`config.mk`:
```
export PLATFORM = sky130hd
export DESIGN_NAME = syn_i2c_cfg_seq_flat
export DESIGN_NICKNAME = d
export VERILOG_FILES = /design/src/rtl/syn_acortex_reg_map.sv /design/src/rtl/syn_global_pkg.sv /design/src/rtl/syn_i2c_cfg_seq_if.sv /design/src/rtl/syn_i2c_cfg_rom.sv /design/src/rtl/syn_i2c_cfg_seq.sv /design/src/flat_wrapper.sv
export SDC_FILE = /design/constraint.sdc
export NUM_CORES = 1
export LEC_CHECK = 0
export CAP_MARGIN = 25
export CELL_PAD_IN_SITES_DETAIL_PLACEMENT = 1
export CELL_PAD_IN_SITES_GLOBAL_PLACEMENT = 1
export CORE_UTILIZATION = 39
export DETAILED_ROUTE_END_ITERATION = 10
export PLACE_DENSITY = 0.91
export SLEW_MARGIN = 20
export SYNTH_ARGS = -nofsm -noshare
export SYNTH_HDL_FRONTEND = slang
export SYNTH_HIERARCHICAL = 1
export SYNTH_SLANG_ARGS = --single-unit
```
`constraint.sdc`:
```
create_clock -name clk_ir -period 3 [get_ports clk_ir]
set_input_delay 0.3 -clock clk_ir [delete_from_list [all_inputs] [get_ports clk_ir]]
set_output_delay 0.3 -clock clk_ir [all_outputs]
set_load 0.01 [all_outputs]
```
`src/rtl/syn_acortex_reg_map.sv`:
```
// Local-bus register addresses of the Acortex I2C master.
package syn_acortex_reg_map;
  localparam logic [7:0] REG_CLK_DIV = 8'h00;
  localparam logic [7:0] REG_ADDR    = 8'h04;
  localparam logic [7:0] REG_DATA    = 8'h08;
  localparam logic [7:0] REG_STATUS  = 8'h0C;
endpackage

```
`src/rtl/syn_global_pkg.sv`:
```
// Shared types for the codec configuration sequencer: FSM states, table entries, default WM8731 table.
package syn_global_pkg;
  typedef enum logic [3:0] {
    IDLE, WR_DIV, WR_ADDR, WR_DATA, WR_GO, GAP, RD_STAT, CHECK, DONE, ERR
  } cfg_state_e;

  // {7-bit codec register, 9-bit value}
  typedef logic [15:0] cfg_entry_t;

  localparam int CFG_TABLE_LEN = 11;
  localparam cfg_entry_t CFG_TABLE [CFG_TABLE_LEN] = '{
    16'h1E00, 16'h0C00, 16'h0E42, 16'h1000, 16'h1201, 16'h0017,
    16'h0217, 16'h0479, 16'h0679, 16'h0812, 16'h0A00
  };
endpackage

```
`src/rtl/syn_i2c_cfg_seq_if.sv`:
```
// Local bus between the configuration sequencer (master) and the I2C master block (slave).
interface syn_i2c_cfg_seq_if;
  logic        i2cm_wr_en;
  logic        i2cm_rd_en;
  logic [7:0]  i2cm_addr;
  logic [15:0] i2cm_wr_data;
  logic        i2cm_wr_valid;
  logic        i2cm_rd_valid;
  logic [15:0] i2cm_rd_data;

  modport master (
    output i2cm_wr_en, i2cm_rd_en, i2cm_addr, i2cm_wr_data,
    input  i2cm_wr_valid, i2cm_rd_valid, i2cm_rd_data
  );

  modport slave (
    input  i2cm_wr_en, i2cm_rd_en, i2cm_addr, i2cm_wr_data,
    output i2cm_wr_valid, i2cm_rd_valid, i2cm_rd_data
  );
endinterface

```
`src/rtl/syn_i2c_cfg_rom.sv`:
```
// Combinational lookup of the codec table; indices past the table read as zero.
module syn_i2c_cfg_rom
  import syn_global_pkg::*;
#(
  parameter int P_NUM_REGS = 11
) (
  input  logic [3:0] idx_i,
  output cfg_entry_t entry_o
);

  always_comb begin
    entry_o = '0;
    for (int i = 0; i < CFG_TABLE_LEN; i++) begin
      if (i < P_NUM_REGS && idx_i == 4'(i)) entry_o = CFG_TABLE[i];
    end
  end

endmodule

```
`src/rtl/syn_i2c_cfg_seq.sv`:
```
// Writes the WM8731 table through the I2C master local bus, one strobe outstanding at a time.
// Build option SYN_I2C_CFG_RETRY_EN re-sends a NACKed entry up to P_MAX_RETRY times before ERR.
module syn_i2c_cfg_seq
  import syn_global_pkg::*;
  import syn_acortex_reg_map::*;
#(
  parameter logic [7:0] P_DEV_ADDR  = 8'h34,
  parameter int         P_NUM_REGS  = 11,
  parameter logic [7:0] P_CLK_DIV   = 8'd249,
  parameter int         P_POLL_GAP  = 16,
  parameter int         P_MAX_RETRY = 3
) (
  input  logic              clk_ir,
  input  logic              rst_sync,
  input  logic              cfg_start,
  output logic              cfg_busy,
  output logic              cfg_done,
  output logic              cfg_err,
  output logic [3:0]        cfg_err_idx,
  syn_i2c_cfg_seq_if.master i2cm
);

  localparam int               GAP_W    = $clog2(P_POLL_GAP + 1);
  localparam logic [GAP_W-1:0] GAP_LAST = GAP_W'(P_POLL_GAP - 1);
  localparam logic [3:0]       LAST_IDX = 4'(P_NUM_REGS - 1);

  cfg_state_e       state_q, state_d;
  logic [3:0]       idx_q, idx_d;
  logic [GAP_W-1:0] gap_q, gap_d;
  logic [1:0]       stat_q, stat_d;
  logic             done_q, done_d;
  logic             err_q, err_d;
  logic [3:0]       err_idx_q, err_idx_d;
  logic             wr_en_q, wr_en_d;
  logic             rd_en_q, rd_en_d;
  logic [7:0]       addr_q, addr_d;
  logic [15:0]      wdata_q, wdata_d;
  logic             retry_clr, retry_inc, retry_ok;
  cfg_entry_t       rom_entry;
  logic             rd_data_unused;

  syn_i2c_cfg_rom #(.P_NUM_REGS(P_NUM_REGS)) u_rom (
    .idx_i   (idx_q),
    .entry_o (rom_entry)
  );

  always_comb begin
    state_d   = state_q;
    idx_d     = idx_q;
    gap_d     = gap_q;
    stat_d    = stat_q;
    done_d    = done_q;
    err_d     = err_q;
    err_idx_d = err_idx_q;
    wr_en_d   = 1'b0;
    rd_en_d   = 1'b0;
    addr_d    = addr_q;
    wdata_d   = wdata_q;
    retry_clr = 1'b0;
    retry_inc = 1'b0;

    case (state_q)
      IDLE, DONE, ERR: begin
        if (cfg_start) begin
          state_d   = WR_DIV;
          done_d    = 1'b0;
          err_d     = 1'b0;
          err_idx_d = '0;
          idx_d     = '0;
          retry_clr = 1'b1;
        end
      end
      WR_DIV:  if (i2cm.i2cm_wr_valid) state_d = WR_ADDR;
      WR_ADDR: if (i2cm.i2cm_wr_valid) state_d = WR_DATA;
      WR_DATA: if (i2cm.i2cm_wr_valid) state_d = WR_GO;
      WR_GO: begin
        if (i2cm.i2cm_wr_valid) begin
          state_d = GAP;
          gap_d   = '0;
        end
      end
      GAP: begin
        if (gap_q == GAP_LAST) state_d = RD_STAT;
        else                   gap_d   = gap_q + 1'b1;
      end
      RD_STAT: begin
        if (i2cm.i2cm_rd_valid) begin
          stat_d  = i2cm.i2cm_rd_data[1:0];
          state_d = CHECK;
        end
      end
      CHECK: begin
        if (stat_q[0]) begin
          state_d = GAP;
          gap_d   = '0;
        end else if (!stat_q[1]) begin
          retry_clr = 1'b1;
          idx_d     = (idx_q == 4'hF) ? idx_q : idx_q + 4'd1;
          if (idx_q == LAST_IDX) begin
            state_d = DONE;
            done_d  = 1'b1;
          end else begin
            state_d = WR_ADDR;
          end
        end else if (retry_ok) begin
          retry_inc = 1'b1;
          state_d   = WR_ADDR;
        end else begin
          state_d   = ERR;
          err_d     = 1'b1;
          err_idx_d = idx_q;
        end
      end
      default: state_d = IDLE;
    endcase

    // Every bus access is launched on the edge that enters its state.
    if (state_d != state_q) begin
      case (state_d)
        WR_DIV: begin
          wr_en_d = 1'b1;
          addr_d  = REG_CLK_DIV;
          wdata_d = {8'h00, P_CLK_DIV};
        end
        WR_ADDR: begin
          wr_en_d = 1'b1;
          addr_d  = REG_ADDR;
          wdata_d = {8'h00, P_DEV_ADDR};
        end
        WR_DATA: begin
          wr_en_d = 1'b1;
          addr_d  = REG_DATA;
          wdata_d = rom_entry;
        end
        WR_GO: begin
          wr_en_d = 1'b1;
          addr_d  = REG_STATUS;
          wdata_d = 16'h0000;
        end
        RD_STAT: begin
          rd_en_d = 1'b1;
          addr_d  = REG_STATUS;
        end
        default: ;
      endcase
    end
  end

  always_ff @(posedge clk_ir or posedge rst_sync) begin
    if (rst_sync) begin
      state_q   <= IDLE;
      idx_q     <= '0;
      gap_q     <= '0;
      stat_q    <= '0;
      done_q    <= 1'b0;
      err_q     <= 1'b0;
      err_idx_q <= '0;
      wr_en_q   <= 1'b0;
      rd_en_q   <= 1'b0;
      addr_q    <= '0;
      wdata_q   <= '0;
    end else begin
      state_q   <= state_d;
      idx_q     <= idx_d;
      gap_q     <= gap_d;
      stat_q    <= stat_d;
      done_q    <= done_d;
      err_q     <= err_d;
      err_idx_q <= err_idx_d;
      wr_en_q   <= wr_en_d;
      rd_en_q   <= rd_en_d;
      addr_q    <= addr_d;
      wdata_q   <= wdata_d;
    end
  end

`ifdef SYN_I2C_CFG_RETRY_EN
  localparam int RETRY_W = $clog2(P_MAX_RETRY + 1);
  logic [RETRY_W-1:0] retry_q, retry_d;

  always_comb begin
    retry_d = retry_q;
    if (retry_clr)                          retry_d = '0;
    else if (retry_inc && retry_q != '1)    retry_d = retry_q + 1'b1;
  end

  always_ff @(posedge clk_ir or posedge rst_sync) begin
    if (rst_sync) retry_q <= '0;
    else          retry_q <= retry_d;
  end

  assign retry_ok = (retry_q < RETRY_W'(P_MAX_RETRY));
`else
  logic retry_unused;
  assign retry_ok     = 1'b0;
  assign retry_unused = retry_clr | retry_inc | (P_MAX_RETRY != 0);
`endif

  assign rd_data_unused     = ^i2cm.i2cm_rd_data[15:2];
  assign cfg_busy           = !(state_q == IDLE || state_q == DONE || state_q == ERR);
  assign cfg_done           = done_q;
  assign cfg_err            = err_q;
  assign cfg_err_idx        = err_idx_q;
  assign i2cm.i2cm_wr_en    = wr_en_q;
  assign i2cm.i2cm_rd_en    = rd_en_q;
  assign i2cm.i2cm_addr     = addr_q;
  assign i2cm.i2cm_wr_data  = wdata_q;

endmodule

```
`src/flat_wrapper.sv`:
```
// flat-port wrapper written by rule: the top's interface ports become plain ports
module syn_i2c_cfg_seq_flat import syn_global_pkg::*; import syn_acortex_reg_map::*;
#(
  parameter logic [7:0] P_DEV_ADDR  = 8'h34,
  parameter int         P_NUM_REGS  = 11,
  parameter logic [7:0] P_CLK_DIV   = 8'd249,
  parameter int         P_POLL_GAP  = 16,
  parameter int         P_MAX_RETRY = 3
)
  (clk_ir, rst_sync, cfg_start, cfg_busy, cfg_done, cfg_err, cfg_err_idx, i2cm_i2cm_wr_en, i2cm_i2cm_rd_en, i2cm_i2cm_addr, i2cm_i2cm_wr_data, i2cm_i2cm_wr_valid, i2cm_i2cm_rd_valid, i2cm_i2cm_rd_data);
  syn_i2c_cfg_seq_if i2cm_i ();
  input  logic clk_ir;
  input  logic rst_sync;
  input  logic cfg_start;
  output logic cfg_busy;
  output logic cfg_done;
  output logic cfg_err;
  output logic [3:0] cfg_err_idx;
  output wire logic [$bits(i2cm_i.i2cm_wr_en)-1:0] i2cm_i2cm_wr_en;
  output wire logic [$bits(i2cm_i.i2cm_rd_en)-1:0] i2cm_i2cm_rd_en;
  output wire logic [$bits(i2cm_i.i2cm_addr)-1:0] i2cm_i2cm_addr;
  output wire logic [$bits(i2cm_i.i2cm_wr_data)-1:0] i2cm_i2cm_wr_data;
  input wire logic [$bits(i2cm_i.i2cm_wr_valid)-1:0] i2cm_i2cm_wr_valid;
  input wire logic [$bits(i2cm_i.i2cm_rd_valid)-1:0] i2cm_i2cm_rd_valid;
  input wire logic [$bits(i2cm_i.i2cm_rd_data)-1:0] i2cm_i2cm_rd_data;
  assign i2cm_i2cm_wr_en = i2cm_i.i2cm_wr_en;
  assign i2cm_i2cm_rd_en = i2cm_i.i2cm_rd_en;
  assign i2cm_i2cm_addr = i2cm_i.i2cm_addr;
  assign i2cm_i2cm_wr_data = i2cm_i.i2cm_wr_data;
  assign i2cm_i.i2cm_wr_valid = i2cm_i2cm_wr_valid;
  assign i2cm_i.i2cm_rd_valid = i2cm_i2cm_rd_valid;
  assign i2cm_i.i2cm_rd_data = i2cm_i2cm_rd_data;
  syn_i2c_cfg_seq #(.P_DEV_ADDR(P_DEV_ADDR), .P_NUM_REGS(P_NUM_REGS), .P_CLK_DIV(P_CLK_DIV), .P_POLL_GAP(P_POLL_GAP), .P_MAX_RETRY(P_MAX_RETRY)) u_core (.clk_ir(clk_ir), .rst_sync(rst_sync), .cfg_start(cfg_start), .cfg_busy(cfg_busy), .cfg_done(cfg_done), .cfg_err(cfg_err), .cfg_err_idx(cfg_err_idx), .i2cm(i2cm_i));
endmodule
```
==> impl_metrics.env <==
export IMPL_status="finished, final reports clean"
export IMPL_share_of_final_layout_standard_cells_stronger_than_drive_strength_1=0.155
export IMPL_synthesis_yosys_warnings=6
export IMPL_1st_pass_router_iterations=4
export IMPL_worstPathMaxFanout=10
export IMPL_critical_path_launch_point="u_core/gap_q[0]"
export IMPL_total_leakage_power_nw=1.31
export IMPL_fillCellCount=681
export IMPL_postSynthCellCount=253
export IMPL_routed_wl_mm=5.85
export IMPL_yosys_register_bits=41
export IMPL_cellPowerDensity_nw_per_um2=1150
export IMPL_cp_common_cell="sky130_fd_sc_hd__ha_1"
export IMPL_hold_viol=0
export IMPL_finish_utilization=0.492
export IMPL_pin_count=54
export IMPL_synth_cell_area_sq_um=2500
export IMPL_clock_sinks=41
export IMPL_wl_per_cell_um=16.0
export IMPL_grt_pass1_wl_mm=9.60
export IMPL_worst_hold_slack_ns=0.229
export IMPL_clock_latency_on_the_worst_skew_pair_ns=0.30
export IMPL_multi_input_comb_area_sq_um=1230
export IMPL_dieArea_sq_um=6740
export IMPL_part_of_the_yosys_area_used_for_sequential_elements=0.410
export IMPL_detailedPlacementHpwl_mm=4.05
export IMPL_numCtsBuffers=5
export IMPL_cts_root_buffer="sky130_fd_sc_hd__clkbuf_8"
export IMPL_detailroute_via_count=1906
export IMPL_cts_tree="yes"
export IMPL_area_growth_pct=19.2
export IMPL_post_cts_hold_buffer_count=0
export IMPL_worstReg2RegStart="u_core/gap_q[0]"
export IMPL_hold_removal_path_class="input pin to asynchronous set/reset pin"
export IMPL_unrepaired_setup_endpoints_after_global_routing="false"
export IMPL_cpMaxStageDelayCell="sky130_fd_sc_hd__dfrtp_1"
export IMPL_clock_path_buffers=2
export IMPL_grtUsageTotal=0.188
export IMPL_drt_initial_drc_count=100
export IMPL_grt_overflow=0
export IMPL_number_of_synthesized_flops_with_an_enable_pin=0
export IMPL_post_place_cells=357
export IMPL_timing_worst_slew_pin_value_ns=0.532
export IMPL_final_antenna_net_count=0
export IMPL_clk_transition_reported_paths_ns=0.09
export IMPL_cts_max_level=2
export IMPL_num_rows=28
export IMPL_cpLargestDelayFamily="compound AO/OA/AOI/OAI gates"
export IMPL_detail_route_drc_violations=0
export IMPL_path_buf_inv=2
export IMPL_fmax_mhz=354
export IMPL_grt_max_degree=19
export IMPL_synth_ff_type="sky130_fd_sc_hd__dfrtp_1"
export IMPL_first_global_vias=1949
export IMPL_ys_types=51
export IMPL_avgViaCountPerCell=5.21
export IMPL_start_util=0.413
export IMPL_synthesis_area_per_instance_sq_um=9.89
export IMPL_setup_tns_ns=0
export IMPL_place_congestion=0.834
export IMPL_max_cap_violations=0
export IMPL_report_final_slew_viol_count=0
export IMPL_seq_area_sq_um=1030
export IMPL_timing_critical_path_from_type="register"
export IMPL_cp_data_arrival_time_ns=3.05
export IMPL_cp_cell_sequence="ha_1 -> and3_1 -> ha_1 -> mux2i_2 -> o21ai_0 -> o32a_1 -> a211o_1 -> o22ai_4 -> buf_12 -> buf_4 -> mux2i_1"
export IMPL_min_period_ns=2.82
export IMPL_worst_ir_drop_on_vdd_mv=0.386
export IMPL_final_min_period_over_clock_period=0.941
export IMPL_setup_viol=0
export IMPL_clock_skew_final_ns=0.0145
export IMPL_antenna_found_initial=0
export IMPL_number_of_diodes_added_for_antenna_fixing=0
export IMPL_die_x_um=82.1
export IMPL_fin_cells=366
export IMPL_stage_delay_of_the_slowest_cell_on_the_critical_path_ns=0.42
export IMPL_place_port_buffers=33
export IMPL_num_nets_final=315
export IMPL_crit_required_ns=3.22
export IMPL_async_flop_share=1.00
export IMPL_core_area_sq_um=6060
export IMPL_max_slew_margin_rel=0.644
export IMPL_worstSetupEndpointType="register"
export IMPL_worstSetupPathType="register to register"
export IMPL_totalPowerFinal_mw=3.44
export IMPL_die_h_um=82.1
-- cell usage after synthesis, types with 2 or more instances --
cell type	number	area, sq um
sky130_fd_sc_hd__nand3b_1	2	15.0
sky130_fd_sc_hd__o22ai_1	3	18.8
sky130_fd_sc_hd__buf_4	15	113
sky130_fd_sc_hd__a211oi_2	2	25.0
sky130_fd_sc_hd__inv_1	23	86.3
sky130_fd_sc_hd__or2_2	2	12.5
sky130_fd_sc_hd__mux2_2	2	22.5
sky130_fd_sc_hd__mux2i_1	15	150
sky130_fd_sc_hd__o21ai_0	11	55.1
sky130_fd_sc_hd__or2_1	2	12.5
sky130_fd_sc_hd__and3_1	3	18.8
sky130_fd_sc_hd__a21oi_1	11	55.1
sky130_fd_sc_hd__nand3_1	10	50.1
sky130_fd_sc_hd__xnor2_1	3	26.3
sky130_fd_sc_hd__a22o_1	7	61.3
sky130_fd_sc_hd__dfrtp_1	41	1030
sky130_fd_sc_hd__nor2b_1	4	25.0
sky130_fd_sc_hd__nand2b_1	9	56.3
sky130_fd_sc_hd__nand2_1	19	71.3
sky130_fd_sc_hd__a211oi_1	2	15.0
sky130_fd_sc_hd__ha_1	4	50.1
sky130_fd_sc_hd__a21oi_2	3	26.3
sky130_fd_sc_hd__buf_6	4	45.0
sky130_fd_sc_hd__nor2_1	12	45.0
sky130_fd_sc_hd__inv_2	2	7.51
sky130_fd_sc_hd__conb_1	2	7.51
sky130_fd_sc_hd__o21ai_1	7	35.0
sky130_fd_sc_hd__nand4b_1	2	17.5
sky130_fd_sc_hd__mux2_4	7	105
sky130_fd_sc_hd__a21o_1	2	15.0
sky130_fd_sc_hd__buf_2	2	10.0
-- where the power goes --
part	switching (mW)	leakage, nW	internal [mW]	total (mW)
sequential	0.199	0.531	0.736	0.934
combinational	0.968	0.719	1.06	2.03
clock	0.210	0.0574	0.271	0.480
-- stage by stage --
stage	cell area, sq um	setup slack (ns)
2_1_floorplan	2540	0.470
3_3_place_gp	2840	0.291
3_5_place_dp	2840	0.199
4_1_cts	2980	0.100
5_1_grt	2980	0.00741
6_report	2980	0.177
-- flip-flops by register name, indices dropped and copies added, names as in the netlist --
| signal | count |
|---|---|
| u_core/cfg_done | 1 |
| u_core/cfg_err | 1 |
| u_core/i2cm.i2cm_addr | 2 |
| u_core/idx_q | 4 |
| u_core/i2cm.i2cm_wr_data | 16 |
| u_core/state_q | 4 |
| u_core/stat_q | 2 |
| u_core/i2cm.i2cm_wr_en | 1 |
| u_core/i2cm.i2cm_rd_en | 1 |
| u_core/gap_q | 5 |
| u_core/cfg_err_idx | 4 |
-- routing by layer --
metal | vias up | GRT usage | part of all wire
met3 | 9 | 0.0363 | 0.027
li1 | 921 | - | -
met2 | 36 | 0.317 | 0.49
met4 | 0 | 0.0684 | 0.020
met1 | 940 | 0.239 | 0.46
met5 | - | 0 | 0
-- placed cells by master, fill, tap and decap left out, types with 6 or more instances in the layout --
| master | Yosys | final |
|---|---|---|
| sky130_fd_sc_hd__dfrtp_1 | 41 | 41 |
| sky130_fd_sc_hd__clkdlybuf4s50_1 | 0 | 33 |
| sky130_fd_sc_hd__inv_1 | 23 | 23 |
| sky130_fd_sc_hd__nand2_1 | 19 | 19 |
| sky130_fd_sc_hd__mux2i_1 | 15 | 14 |
| sky130_fd_sc_hd__nor2_1 | 12 | 12 |
| sky130_fd_sc_hd__a21oi_1 | 11 | 11 |
| sky130_fd_sc_hd__o21ai_0 | 11 | 11 |
| sky130_fd_sc_hd__conb_1 | 2 | 11 |
| sky130_fd_sc_hd__nand3_1 | 10 | 10 |
| sky130_fd_sc_hd__nand2b_1 | 9 | 9 |
| sky130_fd_sc_hd__buf_4 | 15 | 9 |
| sky130_fd_sc_hd__o21ai_1 | 7 | 7 |
| sky130_fd_sc_hd__mux2_4 | 7 | 7 |
| sky130_fd_sc_hd__a22o_1 | 7 | 7 |
| sky130_fd_sc_hd__clkbuf_8 | 0 | 6 |
-- kinds of logic (layout without fill, tap and decap cells) --
group | count (synthesis) | in the layout | synth area share
AO/OA/AOI/OAI | 59 | 59 | 0.172
XOR/XNOR | 3 | 3 | 0.0105
adder cells (fa/ha/maj) | 5 | 5 | 0.0245
buffers and inverters | 47 | 76 | 0.112
flip-flops | 41 | 41 | 0.410
multiplexers | 24 | 24 | 0.111
other | 2 | 11 | 0.00300
AND/OR/NAND/NOR | 72 | 72 | 0.156
-- area by class of cell --
type	count	area share
Tap cell	75	0.0314
Sequential cell	41	0.344
Inverter	25	0.0314
Clock buffer	6	0.0277
Clock inverter	2	0.0126
Timing Repair Buffer	43	0.140
Multi-Input combinational cell	174	0.413
-- path summary, 6_finish.rpt --
kind / endpoint / slack, ns / cells after the start
min in group clk_ir: u_core/gap_q[4] / 0.50 / 2
min: u_core/gap_q[2] / 0.23 / 2
max: u_core/i2cm.i2cm_wr_data[8] / 0.18 / 11
max in group asynchronous: u_core/state_q[1] / 2.22 / 3
min reg2reg: u_core/gap_q[4] / 0.50 / 2
max reg2reg: u_core/i2cm.i2cm_wr_data[8] / 0.18 / 11
-- what timing repair did --
action,CTS,global route
setup endpoints to repair,7,10
pin swaps,1,0
buffers inserted,1,0
resized for setup,0,1
No activity file was read; power rests on OpenSTA's default activity.
